==> src/rtl/pixel_scan_tracker.sv <==
// Pixel-clock raster tracker: turns serialiser strobes into registered counts, origin-relative
// coordinates and SOF/EOL/EOF flags. Define SCAN_CHECK_EN to add sticky raster-geometry checks.
module pixel_scan_tracker #(
    parameter int H_ACTIVE   = 640,
    parameter int V_ACTIVE   = 480,
    parameter int H_BITS     = 12,
    parameter int V_BITS     = 12,
    parameter int X_ORIGIN   = 320,
    parameter int Y_ORIGIN   = 240,
    parameter int FRAME_BITS = 8
) (
    input  logic                    clk,
    input  logic                    reset,
    input  logic                    i_rd,
    input  logic                    i_newline,
    input  logic                    i_newframe,
    output logic                    o_req,
    output logic [H_BITS-1:0]       o_hcount,
    output logic [V_BITS-1:0]       o_vcount,
    output logic signed [H_BITS:0]  o_x,
    output logic signed [V_BITS:0]  o_y,
    output logic                    o_sof,
    output logic                    o_eol,
    output logic                    o_eof,
    output logic [FRAME_BITS-1:0]   o_frame,
    output logic                    o_err_line,
    output logic                    o_err_frame
);

    localparam logic [H_BITS-1:0] H_LAST = H_BITS'(H_ACTIVE - 1);
    localparam logic [H_BITS-1:0] H_FULL = H_BITS'(H_ACTIVE);
    localparam logic [V_BITS-1:0] V_LAST = V_BITS'(V_ACTIVE - 1);
    localparam logic [H_BITS:0]   X_ORG  = (H_BITS+1)'(X_ORIGIN);
    localparam logic [V_BITS:0]   Y_ORG  = (V_BITS+1)'(Y_ORIGIN);

    logic [H_BITS-1:0] hcnt;
    logic [H_BITS-1:0] h_eff;
    logic [V_BITS-1:0] vcnt;
    logic [V_BITS-1:0] v_eff;
    logic              eol_next;
    logic              eof_next;

    // newframe outranks newline for the line index; a read alongside newline is pixel 0
    always_comb begin
        h_eff = i_newline ? '0 : hcnt;
        if (i_newframe)
            v_eff = '0;
        else if (i_newline)
            v_eff = vcnt + V_BITS'(1);
        else
            v_eff = vcnt;
        eol_next = (h_eff == H_LAST);
        eof_next = eol_next && (v_eff == V_LAST);
    end

    always_ff @(posedge clk) begin
        if (reset) begin
            hcnt     <= '0;
            vcnt     <= '0;
            o_req    <= 1'b0;
            o_hcount <= '0;
            o_vcount <= '0;
            o_x      <= -X_ORG;
            o_y      <= Y_ORG;
            o_sof    <= 1'b0;
            o_eol    <= 1'b0;
            o_eof    <= 1'b0;
            o_frame  <= '0;
        end else begin
            hcnt  <= h_eff + H_BITS'(i_rd);
            vcnt  <= v_eff;
            o_req <= i_rd;
            o_sof <= i_rd && (h_eff == '0) && (v_eff == '0);
            o_eol <= i_rd && eol_next;
            o_eof <= i_rd && eof_next;
            // coordinates only move on emitted pixels and hold through blanking
            if (i_rd) begin
                o_hcount <= h_eff;
                o_vcount <= v_eff;
                o_x      <= {1'b0, h_eff} - X_ORG;
                o_y      <= Y_ORG - {1'b0, v_eff};
                if (eof_next)
                    o_frame <= o_frame + FRAME_BITS'(1);
            end
        end
    end

`ifdef SCAN_CHECK_EN
    logic              armed;
    logic [V_BITS-1:0] lines_seen;
    logic [V_BITS-1:0] lines_final;
    logic              line_full;

    // a newline coincident with newframe still closes the last line of the old frame
    always_comb begin
        line_full   = i_newline && (hcnt == H_FULL);
        lines_final = lines_seen + V_BITS'(line_full);
    end

    always_ff @(posedge clk) begin
        if (reset) begin
            armed       <= 1'b0;
            lines_seen  <= '0;
            o_err_line  <= 1'b0;
            o_err_frame <= 1'b0;
        end else begin
            if (i_newframe)
                armed <= 1'b1;
            if (armed && i_newline && (hcnt != '0) && (hcnt != H_FULL))
                o_err_line <= 1'b1;
            if (i_newframe) begin
                if (armed && (lines_final != V_BITS'(V_ACTIVE)))
                    o_err_frame <= 1'b1;
                lines_seen <= '0;
            end else if (line_full) begin
                lines_seen <= lines_final;
            end
        end
    end
`else
    assign o_err_line  = 1'b0;
    assign o_err_frame = 1'b0;
`endif

endmodule

==> config.mk <==
export PLATFORM = sky130hd
export DESIGN_NAME = pixel_scan_tracker
export DESIGN_NICKNAME = d
export VERILOG_FILES = /design/src/rtl/pixel_scan_tracker.sv
export SDC_FILE = /design/constraint.sdc
export NUM_CORES = 1
export LEC_CHECK = 0
export ABC_AREA = 0
export CELL_PAD_IN_SITES_DETAIL_PLACEMENT = 0
export CELL_PAD_IN_SITES_GLOBAL_PLACEMENT = 2
export CORE_MARGIN = 5
export CORE_UTILIZATION = 34
export DETAILED_ROUTE_END_ITERATION = 7
export GPL_TIMING_DRIVEN = 1
export HOLD_SLACK_MARGIN = 0.03
export PLACE_DENSITY = 0.83
export SYNTH_ARGS = -nofsm -noshare
export SYNTH_HDL_FRONTEND = slang
export SYNTH_SLANG_ARGS = --single-unit
==> constraint.sdc <==
create_clock -name clk -period 9.6 [get_ports clk]
set_input_delay 2.88 -clock clk [delete_from_list [all_inputs] [get_ports clk]]
set_output_delay 2.88 -clock clk [all_outputs]
set_load 0.02 [all_outputs]
# After elaboration in Yosys (flattened, before gate mapping)

Index checks and enable logic that the tools add are counted.
Widths: inputs -> output; s select.

Register bits: 86
Bits in latches: 0
Memory bits (writable): 0
Memory bits (read-only): 0
Output and inout bits: 64
Word-level logic and storage cells: 29
Memories kept: 0

Add/subtract/negate cells: 5
Multiply operators: 0
Divide/modulo/power cells: 0
$lt $le $gt $ge: 0
Equality and inequality tests: 2
Shifts and indexed selects: 0
Multiplexer cells: 3
Bitwise logic cells: 0
Reductions and logical operators: 8

Operator list:

| cell                  | number |
|---|---|
| $mux 12               | 3 |
| $logic_not 12->1      | 2 |
| $sub 12x9->13 const B | 1 |
| $sub 8x12->13 const A | 1 |
| $add 12x1->12         | 1 |
| $add 12x1->12 const B | 1 |
| $eq 12x10->1 const B  | 1 |
| $eq 12x9->1 const B   | 1 |
| $add 8x1->8 const B   | 1 |
| $logic_and 1x1->1     | 5 |
| $reduce_and 2->1      | 1 |

# Logic depth before layout (Yosys ltp)

Gate-level depths: netlist (run 1).

Depth after elaboration: 6
Gate-level depth with buffers: 11
Mapped depth without buffers: 11

# Worst setup path after synthesis (run 1)

OpenSTA, ideal clock, no wires.

Path type: input to register
Start: input i_newline
End: register o_frame[5]
Library setup time: 0.123 ns
Data arrival time: 4.908 ns
Required time: 9.477 ns
Slack: 4.568 ns
Cell stages on the path: 11
Path buffers: 2
Cells stage by stage: buf_6 -> clkbuf_1 -> nor2b_1 -> inv_1 -> ha_1 -> nand4_1 -> nor3b_1 -> and4_1 -> nand4b_4 -> nor4_1 -> mux2_1

Elaborated cells on any way between the ends: 7

RTL lines:

| what                       | line | source |
|---|---|---|
| from (decl)                | 15   | `input logic i_newline,` |
| $mux 12                    | 45   | `h_eff = i_newline ? '0 : hcnt;` |
| named net h_eff[7]         | 37   | `logic [H_BITS-1:0] h_eff;` |
| $eq 12x10->1               | 52   | `eol_next = (h_eff == H_LAST);` |
| $logic_and 1x1->1          | 53   | `eof_next = eol_next && (v_eff == V_LAST);` |
| $reduce_and 2->1 (no line) | n/a  |  |
| to (signal assigned)       | 83   | `o_frame <= o_frame + FRAME_BITS'(1);` |
| to (decl)                  | 25   | `output logic [FRAME_BITS-1:0] o_frame,` |

The timed path passes the listed nets, and every way through them passes these cells.
A chain may end at the register's enable or synchronous reset.

# Worst setup path after layout (run 1)

Start: input i_newframe
End: register o_frame[5]

Word-level cells in the longest chain between the ends: 4

Ends and longest elaborated chain:

| what                       | line | source |
|---|---|---|
| from (decl)                | 16   | `input logic i_newframe,` |
| $mux 12                    | 46   | `if (i_newframe)` |
| named net v_eff[1]         | 39   | `logic [V_BITS-1:0] v_eff;` |
| $eq 12x9->1                | 53   |  |
| $logic_and 1x1->1          | 53   |  |
| $reduce_and 2->1 (no line) | n/a  |  |

The timed path passes the listed nets, and every way through them passes these cells.

==> results.tsv, run 1 <==
metric	value	unit
status	completed	
Finished Core Util	42.8	%
Seq pwr share	48.1	%
grt ovf	0	
vias in the first global route	3233	
crit path launch type	input port	
Worst Path Arrival	6050	ps
worst setup margin	3770	ps
routed vias	3311	
ANT nets after route	0	
post-synth top area cell	dfxtp_1	
Seq. cell area	1580	um2
initial antenna violation count	0	
Comb power frac	6.0	%
Max Clk Rate	0.172	GHz
Reg2Reg Setup Slack	6540	ps
yosys warns	0	
Power Internal	0.534	mW
clock transition at the registers of the reported paths	60	ps
vias per inst	5.07	
FF-to-FF path depth	7	
DRC viols	0	
Crit-path slowest cell	clkdlybuf4s50_1	
relative slew slack	38.2	%
Post-Place Worst Slack	3430	ps
Buf/Inv on CP	3	
WHS Endpoint	o_hcount[6]	
Worst-Skew Late Latency	340	ps
Switching Fraction	23.0	%
Post-synth top flop	dfxtp_1	
CP Cell Sequence	clkdlybuf4s50_1 -> or2_2 -> inv_1 -> ha_1 -> inv_1 -> a211oi_1 -> and4_1 -> nand4b_4 -> nor4_1 -> mux2_1	
EDFF count, synth	0	
post-route clock skew	3.10	ps
nets@finish	520	
Clock power frac	45.9	%
count leader, synth	dfxtp_1	
hold_buf cts	0	
Crit Path Max Fanout	25	
CTS tree	done	
CTS sink cnt	79	
Critical Path RT	9820	ps
RSZ-0062 raised after global routing	false	
HPWL after DPL	6640	um
clk root buf	clkbuf_16	
P&R area growth vs syn	23.4	%
first-pass GRT wire length	16500	um
worst-margin pin slew	924	ps
Die X	118	um
CP delay by family, top	simple AND/OR/NAND/NOR gates	
Routed WL	9710	um
Hold Crit Depth	2	
peak supply drop	0.0618	mV
Inserted Diodes	0	
Cell Area, Synth	3980	um2
row count	39	
Switch Pwr	0.159	mW
Multi-input gate area	2150	um2
Setup Viol. Count Final	0	
drt first pass iters	4	
max incr delay on CP	880	ps
LEAKAGE	1.85	nW
top-area cell type share of the netlist area	39.7	%
GRT Util Overall	14.1	%
# fillers	1158	
leading cell types by count after synthesis	79 x dfxtp_1, 64 x nor2_1, 24 x nor2b_1	
Synth cell types	54	
final period utilization	60.7	%
starting DRC count in detailed routing	158	
Min Hold Slack	477	ps
Setup Total Neg Slack	0	ps
routability congestion estimate	0.785	
Post-synth ARST share	0	%
Tmin final	5830	ps
Die Y	118	um
Power Density	141	nW/um2
drt wl/cell	14.9	um
share of cells above drive strength 1	6.47	%
Worst setup EP type	flop	
# resized after CTS	0	
Max-cap violations	0	
largest net degree at the start of global routing	85	
CTS Buf Count	9	
area of the die	14000	um2
Ports	69	
Max clock buf depth	2	
synth top area cells	dfxtp_1 40%, nor2_1 6.0%, mux2i_1 5.5%, nor2b_1 3.8%, ha_1 3.1%	
hold wc startpoint	o_hcount[6]	
Cells after Synth	464	
syn avg cell area	8.58	um2
htree depth	3	
post-synthesis sequential area ratio	39.7	%
register bit total from synthesis	79	
Reg2Reg Launch Point	vcnt[0]	
Port-buffer cells	66	
HP Class	flop to flop	
Crit path top cell by count	inv_1	
Post-CTS Setup Inserts	0	
Final Hold Vio Count	0	
WS Path Type	input port to flop	
Starting Density	34.7	%
Core Region	11500	um2
Slew Viols, Final	0	
reg2reg end	o_frame[5]	
## stage by stage
step           instance area [um2]  std cells  power [mW]
6_report                      4910        653       0.694
5_1_grt                       4910        653       0.722
4_1_cts                       4910        653       0.705
3_5_place_dp                  4640        637       0.383
3_3_place_gp                  4640        637       0.383
2_1_floorplan                 3990        465       0.370
## flip-flops by register name (all words and copies together), names as in the netlist, 7 cells and up
register and cells:
hcnt 12, o_frame 8, o_hcount 12, o_vcount 12, o_x 7, o_y 12
vcnt 12
## cell type report
class,count,area share [%]
clock buffer,12,5.22
inverter,15,1.15
multi-input combinational,331,43.7
clock inverter,4,0.407
tap,143,3.64
timing repair buffer,69,13.7
sequential,79,32.2
## cell families (layout without fill, tap and decap cells)
group	Yosys count	count (layout)	synth area share, %
xor gates and xnor gates	27	27	5.94
other	1	2	0.0942
and+or+nand+nor	201	201	26.5
buffers and inverters	55	100	6.47
muxes	28	28	7.23
AOI/OAI and AO/OA	63	63	11.0
DFF	79	79	39.7
adders and majority gates	10	10	3.14
## power groups by stage
stage          sequential [mW]  clock (mW)  combinational, mW
2_1_floorplan            0.344           0             0.0269
3_3_place_gp             0.341           0             0.0421
3_5_place_dp             0.341           0             0.0421
4_1_cts                  0.334       0.329             0.0422
5_1_grt                  0.334       0.342             0.0457
6_report                 0.334       0.318             0.0417
## cells in the final DEF, fill, tap and decap left out, types with 14 or more instances in the layout
cell and count:
dfxtp_1 79, nor2_1 64, clkdlybuf4s50_1 64, nor2b_1 24, mux2i_1 22, nand2_1 21
nor3_1 21, a21oi_1 19, inv_1 15, xnor2_1 14
## worst reg2reg max path: stages (launching register included)
cell      delay [ps]
dfxtp_1          500
ha_1             450
nand4_1          160
xor2_1           180
nor2_1           660
nand4b_4         300
nor4_1           340
mux2_1           350
## per-layer routing
layer	GRT usage [%]	part of all wire, %	wire [um]	vias up
li1	-	-	-	1678
met4	6.95	2.2	210	0
met1	19.4	50	4900	1562
met3	2.48	3.3	320	14
met2	21.4	44	4280	57
met5	0	0	0	-
## how the worst max path moves through the flow
stage / start / cells after the start / slack (ps) / to
floorplan: i_newline / 11 / 4570 / o_frame[5]
global placement: i_newframe / 10 / 3520 / o_frame[5]
detailed placement: i_newframe / 10 / 3430 / o_frame[5]
CTS: i_newframe / 10 / 3790 / o_frame[5]
global route: i_newframe / 10 / 3590 / o_frame[5]
finish: i_newframe / 10 / 3770 / o_frame[5]
Note: power is estimated with default switching activity, not from simulation.
==> inputs of run 2 (changes only) <==
- CORE_UTILIZATION: 34 -> 32
- PLACE_DENSITY: 0.83 -> 0.79
- clock period: 9.6 -> 5.65 ns (I/O delays scaled with it)
==> run 2 against run 1 <==
Count of clock-buffer cells in the layout grew 1. Worst setup slack lost 2400 ps. Routed wire length rose by 3.7%. Final area up 2.5%.
==> results.tsv, run 2 (same netlist as run 1, synthesis figures left out) <==
metric	value	unit	change
Finished Core Util	41.6	%	was 42.8%
row count	40		was 39
Max-cap violations	0		unchanged
Crit Path Max Fanout	23		was 25
Worst Path Arrival	4550	ps	was 6050 ps
Setup Viol. Count Final	0		unchanged
routed vias	3325		was 3311
Buf/Inv on CP	3		unchanged
area of the die	14800	um2	was 14000 um2
CTS tree	done		unchanged
Power, Total	1.31	mW	was 0.694 mW
CTS Buf Count	9		unchanged
drt wl/cell	14.8	um	was 14.9 um
HP Class	flop to flop		unchanged
nets@finish	524		was 520
Core Region	12100	um2	was 11500 um2
peak supply drop	0.188	mV	was 0.0618 mV
Max Clk Rate	0.231	GHz	
placed cell areas	4700	um2	was 4640 um2
Slew Viols, Final	0		unchanged
Setup Total Neg Slack	0	ps	unchanged
CP Cell Sequence	clkdlybuf4s50_1 -> buf_4 -> nor2b_1 -> inv_1 -> ha_1 -> nand4_1 -> nor3b_1 -> and4_1 -> nand4b_4 -> nor4_1 -> mux2_1		was clkdlybuf4s50_1 -> or2_2 -> inv_1 -> ha_1 -> inv_1 -> a211oi_1 -> and4_1 -> nand4b_4 -> nor4_1 -> mux2_1
first-pass GRT wire length	16700	um	was 16500 um
fin cells	682		was 653
Critical Path RT	5870	ps	was 9820 ps
most frequent cells in the layout	79 x dfxtp_1, 64 x nor2_1, 64 x clkdlybuf4s50_1, 24 x nor2b_1, 22 x mux2i_1		unchanged
metal2 WL	4610	um	was 4280 um
Worst-Skew Late Latency	340	ps	about the same
crit path launch type	input port		unchanged
GRT Util Overall	14.2	%	was 14.1%
share of cells above drive strength 1	6.81	%	was 6.47%
Max clock buf depth	2		unchanged
vias per inst	4.88		was 5.07
relative slew slack	42.3	%	was 38.2%
Final Instance Area	5040	um2	was 4910 um2
htree depth	3		unchanged
initial antenna violation count	0		unchanged
grt ovf	0		unchanged
# fillers	1262		was 1158
Ports	69		unchanged
status	completed		unchanged
Inst Count DP	666		was 637
Worst setup EP type	flop		unchanged
routability congestion estimate	0.805		was 0.785
Starting Density	32.9	%	was 34.7%
post-route clock skew	3.81	ps	was 3.10 ps
ANT nets after route	0		unchanged
drt first pass iters	5		was 4
DRC viols	0		unchanged
RSZ-0062 raised after global routing	false		unchanged
Die Y	122	um	was 118 um
hold_buf cts	0		unchanged
commonest non-fill, non-tap cell in the layout	dfxtp_1		unchanged
wl on met1	4940	um	was 4900 um
Post-CTS Setup Inserts	0		unchanged
CTS sink cnt	79		unchanged
Tmin final	4320	ps	
starting DRC count in detailed routing	137		was 158
Crit-path slowest cell	clkdlybuf4s50_1		unchanged
Inserted Diodes	0		unchanged
largest net degree at the start of global routing	84		was 85
DR top layer	met4		unchanged
LEAKAGE	1.89	nW	was 1.85 nW
Die X	122	um	was 118 um
Port-buffer cells	66		unchanged
CP delay by family, top	simple AND/OR/NAND/NOR gates		unchanged
worst-margin pin slew	866	ps	was 924 ps
WS Path Type	input port to flop		unchanged
Final Hold Vio Count	0		unchanged
max incr delay on CP	620	ps	was 880 ps
# resized after CTS	0		unchanged
clk root buf	clkbuf_16		unchanged
P&R area growth vs syn	26.5	%	was 23.4%
clock transition at the registers of the reported paths	60	ps	about the same
vias in the first global route	3260		was 3233
met3 WL	382	um	was 320 um
final period utilization	76.5	%	
HPWL after DPL	7050	um	was 6640 um
Routed WL	10100	um	was 9710 um
Power Density	259	nW/um2	was 141 nW/um2
run 2: tightest hold or removal path: cells and delay by family (launching register included):
kind / cells / cell delay, ps
simple gates: 1 / 60
compound gates: 1 / 60
flops: 1 / 310
run 2: power breakdown:
group          switching (mW)  internal, mW
logic                  0.0456        0.0270
registers             0.00415         0.563
clock network           0.223         0.444
run 2: layer usage:
metal | vias to the layer above | GRT usage (%)
met5 | - | 0
met4 | 0 | 4.83
met1 | 1573 | 19.1
li1 | 1686 | -
met2 | 54 | 22.1
met3 | 12 | 3.76
run 2: path summary, 6_finish.rpt:
kind | startpoint | endpoint | slack [ps] | cells past startpoint
setup / recovery | i_newline | o_frame[5] | 1330 | 11
setup reg to reg | vcnt[0] | o_frame[5] | 2760 | 11
hold reg to reg | o_hcount[6] | o_hcount[6] | 470 | 2
hold / removal | o_hcount[6] | o_hcount[6] | 470 | 2
run 2: area by class of cell:
type / instances / area [um2] / share of cell area [%]
well taps: 168 / 210 / 4.17
inverters: 15 / 56.3 / 1.12
clock buffers: 13 / 250 / 4.97
flip-flops and latches: 79 / 1580 / 31.4
clock inverters: 3 / 90.1 / 1.79
multi-input cells: 331 / 2150 / 42.6
repair buffers: 73 / 703 / 14.0
run 2: metrics by stage:
stage | setup WS (ps) | hold WS (ps)
2_1_floorplan | 1800 | 490
3_3_place_gp | 1070 | 466
3_5_place_dp | 992 | 466
4_1_cts | 1320 | 474
5_1_grt | 1100 | 498
6_report | 1330 | 472
==> inputs of run 3 (changes only) <==
- CORE_UTILIZATION: 32 -> 28
- PLACE_DENSITY: 0.79 -> 0.73
- clock period: 5.65 -> 3.8 ns (I/O delays scaled with it)
==> run 3 against run 2 <==
Power is 43% higher. Register-to-register slack worse by 1900 ps. Non-clock buffer count is 17 higher. Worst setup slack worse by 1100 ps. Final area is 2.3% higher. Routed wire length is 7.6% higher. Largest cell class unchanged.
==> results.tsv, run 3 (same netlist as run 1, synthesis figures left out) <==
metric	value	unit	change
WS Path Type	input port to flop		unchanged
crit path launch type	input port		unchanged
Crit. Startpoint	i_newline		unchanged
Die X	129	um	was 122 um
P&R area growth vs syn	29.4	%	was 26.5%
status	completed		unchanged
CTS tree	done		unchanged
first-pass GRT wire length	17700	um	was 16700 um
max incr delay on CP	500	ps	was 620 ps
Worst Path Arrival	3790	ps	was 4550 ps
Starting Density	28.6	%	was 32.9%
commonest non-fill, non-tap cell in the layout	dfxtp_1		unchanged
CP Capture Point	o_frame[5]		unchanged
row count	43		was 40
Worst-Skew Late Latency	340	ps	about the same
routability congestion estimate	0.834		was 0.805
Min Hold Slack	485	ps	was 472 ps
Core Region	13900	um2	was 12100 um2
Die Y	129	um	was 122 um
# fillers	1406		was 1262
initial antenna violation count	0		unchanged
vias in the first global route	3450		was 3260
CTS Buf Count	9		unchanged
share of cells above drive strength 1	9.98	%	was 6.81%
post-route clock skew	7.93	ps	was 3.81 ps
grt met2 use	22.6	%	was 22.1%
Inst Count DP	695		was 666
starting DRC count in detailed routing	167		was 137
worst-margin pin slew	834	ps	was 866 ps
Post-CTS Setup Inserts	0		unchanged
Final Hold Vio Count	0		unchanged
grt ovf	0		unchanged
Slew Viols, Final	0		unchanged
CTS sink cnt	79		unchanged
area of the die	16700	um2	was 14800 um2
Crit Path Max Fanout	14		was 23
relative slew slack	44.4	%	was 42.3%
RSZ-0062 raised after global routing	false		unchanged
largest net degree at the start of global routing	84		unchanged
drt first pass iters	4		was 5
Tmin final	3570	ps	
Max-cap violations	0		unchanged
Port-buffer cells	66		unchanged
Crit-path slowest cell	clkdlybuf4s50_1		unchanged
most frequent cells in the layout	79 x dfxtp_1, 64 x nor2_1, 64 x clkdlybuf4s50_1, 24 x nor2b_1, 24 x buf_4		was 79 x dfxtp_1, 64 x nor2_1, 64 x clkdlybuf4s50_1, 24 x nor2b_1, 22 x mux2i_1
ANT nets after route	0		unchanged
final period utilization	93.9	%	
Finished Core Util	37.0	%	was 41.6%
Setup Viol. Count Final	0		unchanged
Setup Total Neg Slack	0	ps	unchanged
met1 GRT Util	16.2	%	was 19.1%
Critical Path RT	4020	ps	was 5870 ps
drt wl/cell	15.2	um	was 14.8 um
HP Class	flop to flop		unchanged
Power Density	362	nW/um2	was 259 nW/um2
DRC viols	0		unchanged
fin cells	711		was 682
Reg2Reg Setup Slack	880	ps	was 2760 ps
Worst setup EP type	flop		unchanged
Max Clk Rate	0.280	GHz	
vias per inst	4.79		was 4.88
Reg2Reg Launch Point	vcnt[0]		unchanged
clk root buf	clkbuf_16		unchanged
HPWL after DPL	7950	um	was 7050 um
GRT Util Overall	13.5	%	was 14.2%
Routed WL	10800	um	was 10100 um
clock transition at the registers of the reported paths	60	ps	about the same
worst setup margin	230	ps	was 1330 ps
peak supply drop	0.199	mV	was 0.188 mV
nets@finish	541		was 524
Inserted Diodes	0		unchanged
hold_buf cts	0		unchanged
# resized after CTS	0		unchanged
Max clock buf depth	2		unchanged
routed vias	3407		was 3325
GRT busiest layer	met2		unchanged
LEAKAGE	1.96	nW	was 1.89 nW
reg2reg end	o_frame[5]		unchanged
Post-Place Worst Slack	-136	ps	was 992 ps
htree depth	3		unchanged
FF-to-FF path depth	11		unchanged
GR Util met3	4.25	%	was 3.76%
Ports	69		unchanged
CP Cell Sequence	clkdlybuf4s50_1 -> buf_4 -> xnor2_1 -> nor2_1 -> ha_1 -> inv_1 -> a211oi_1 -> and4_1 -> nand4b_4 -> nor4_1 -> mux2_1		was clkdlybuf4s50_1 -> buf_4 -> nor2b_1 -> inv_1 -> ha_1 -> nand4_1 -> nor3b_1 -> and4_1 -> nand4b_4 -> nor4_1 -> mux2_1
==> run 3: worst max-delay path, delay by kind of cell <==
kind	cells	cell delay, ps
and+or+nand+nor	4	960
buffers and inverters	3	760
muxes	1	350
AOI/OAI and AO/OA	1	320
adders and majority gates	1	170
xor gates and xnor gates	1	100
==> run 3: area by class of cell <==
| class | instances | area (um2) | area share [%] |
|---|---|---|---|
| timing repair buffer | 90 | 831 | 16.1 |
| multi-input combinational | 331 | 2150 | 41.7 |
| clock buffer | 11 | 233 | 4.51 |
| inverter | 15 | 56.3 | 1.09 |
| sequential | 79 | 1580 | 30.7 |
| tap | 180 | 225 | 4.37 |
| clock inverter | 5 | 81.3 | 1.58 |
==> run 3: power breakdown <==
part / total, mW / internal, mW / leakage, nW / switching [mW]
registers: 0.843 / 0.837 / 0.639 / 0.00624
clock network: 0.914 / 0.577 / 0.150 / 0.338
logic: 0.111 / 0.0432 / 1.17 / 0.0677
==> run 3: worst min path at each step <==
stage	startpoint	end	depth (start not counted)
final	o_hcount[6]	o_hcount[6]	2
after global routing	o_hcount[6]	o_hcount[6]	2
after CTS	o_hcount[6]	o_hcount[6]	2
after detailed placement	o_x[7]	o_x[7]	2
after global placement	o_hcount[6]	o_hcount[6]	2
after floorplan	hcnt[5]	o_hcount[5]	2
==> run 3: layer usage <==
layer	vias up	wire, um
met1	1603	4880
met3	19	431
li1	1720	-
met2	65	5310
met5	-	0
met4	0	216
==> run 3: metrics by stage <==
| step | cell area [um2] | power (mW) |
|---|---|---|
| detailed placement | 4840 | 0.975 |
| global placement | 4840 | 0.974 |
| floorplan | 3990 | 0.936 |
| global route | 5150 | 1.95 |
| finish | 5150 | 1.87 |
| CTS | 5150 | 1.91 |
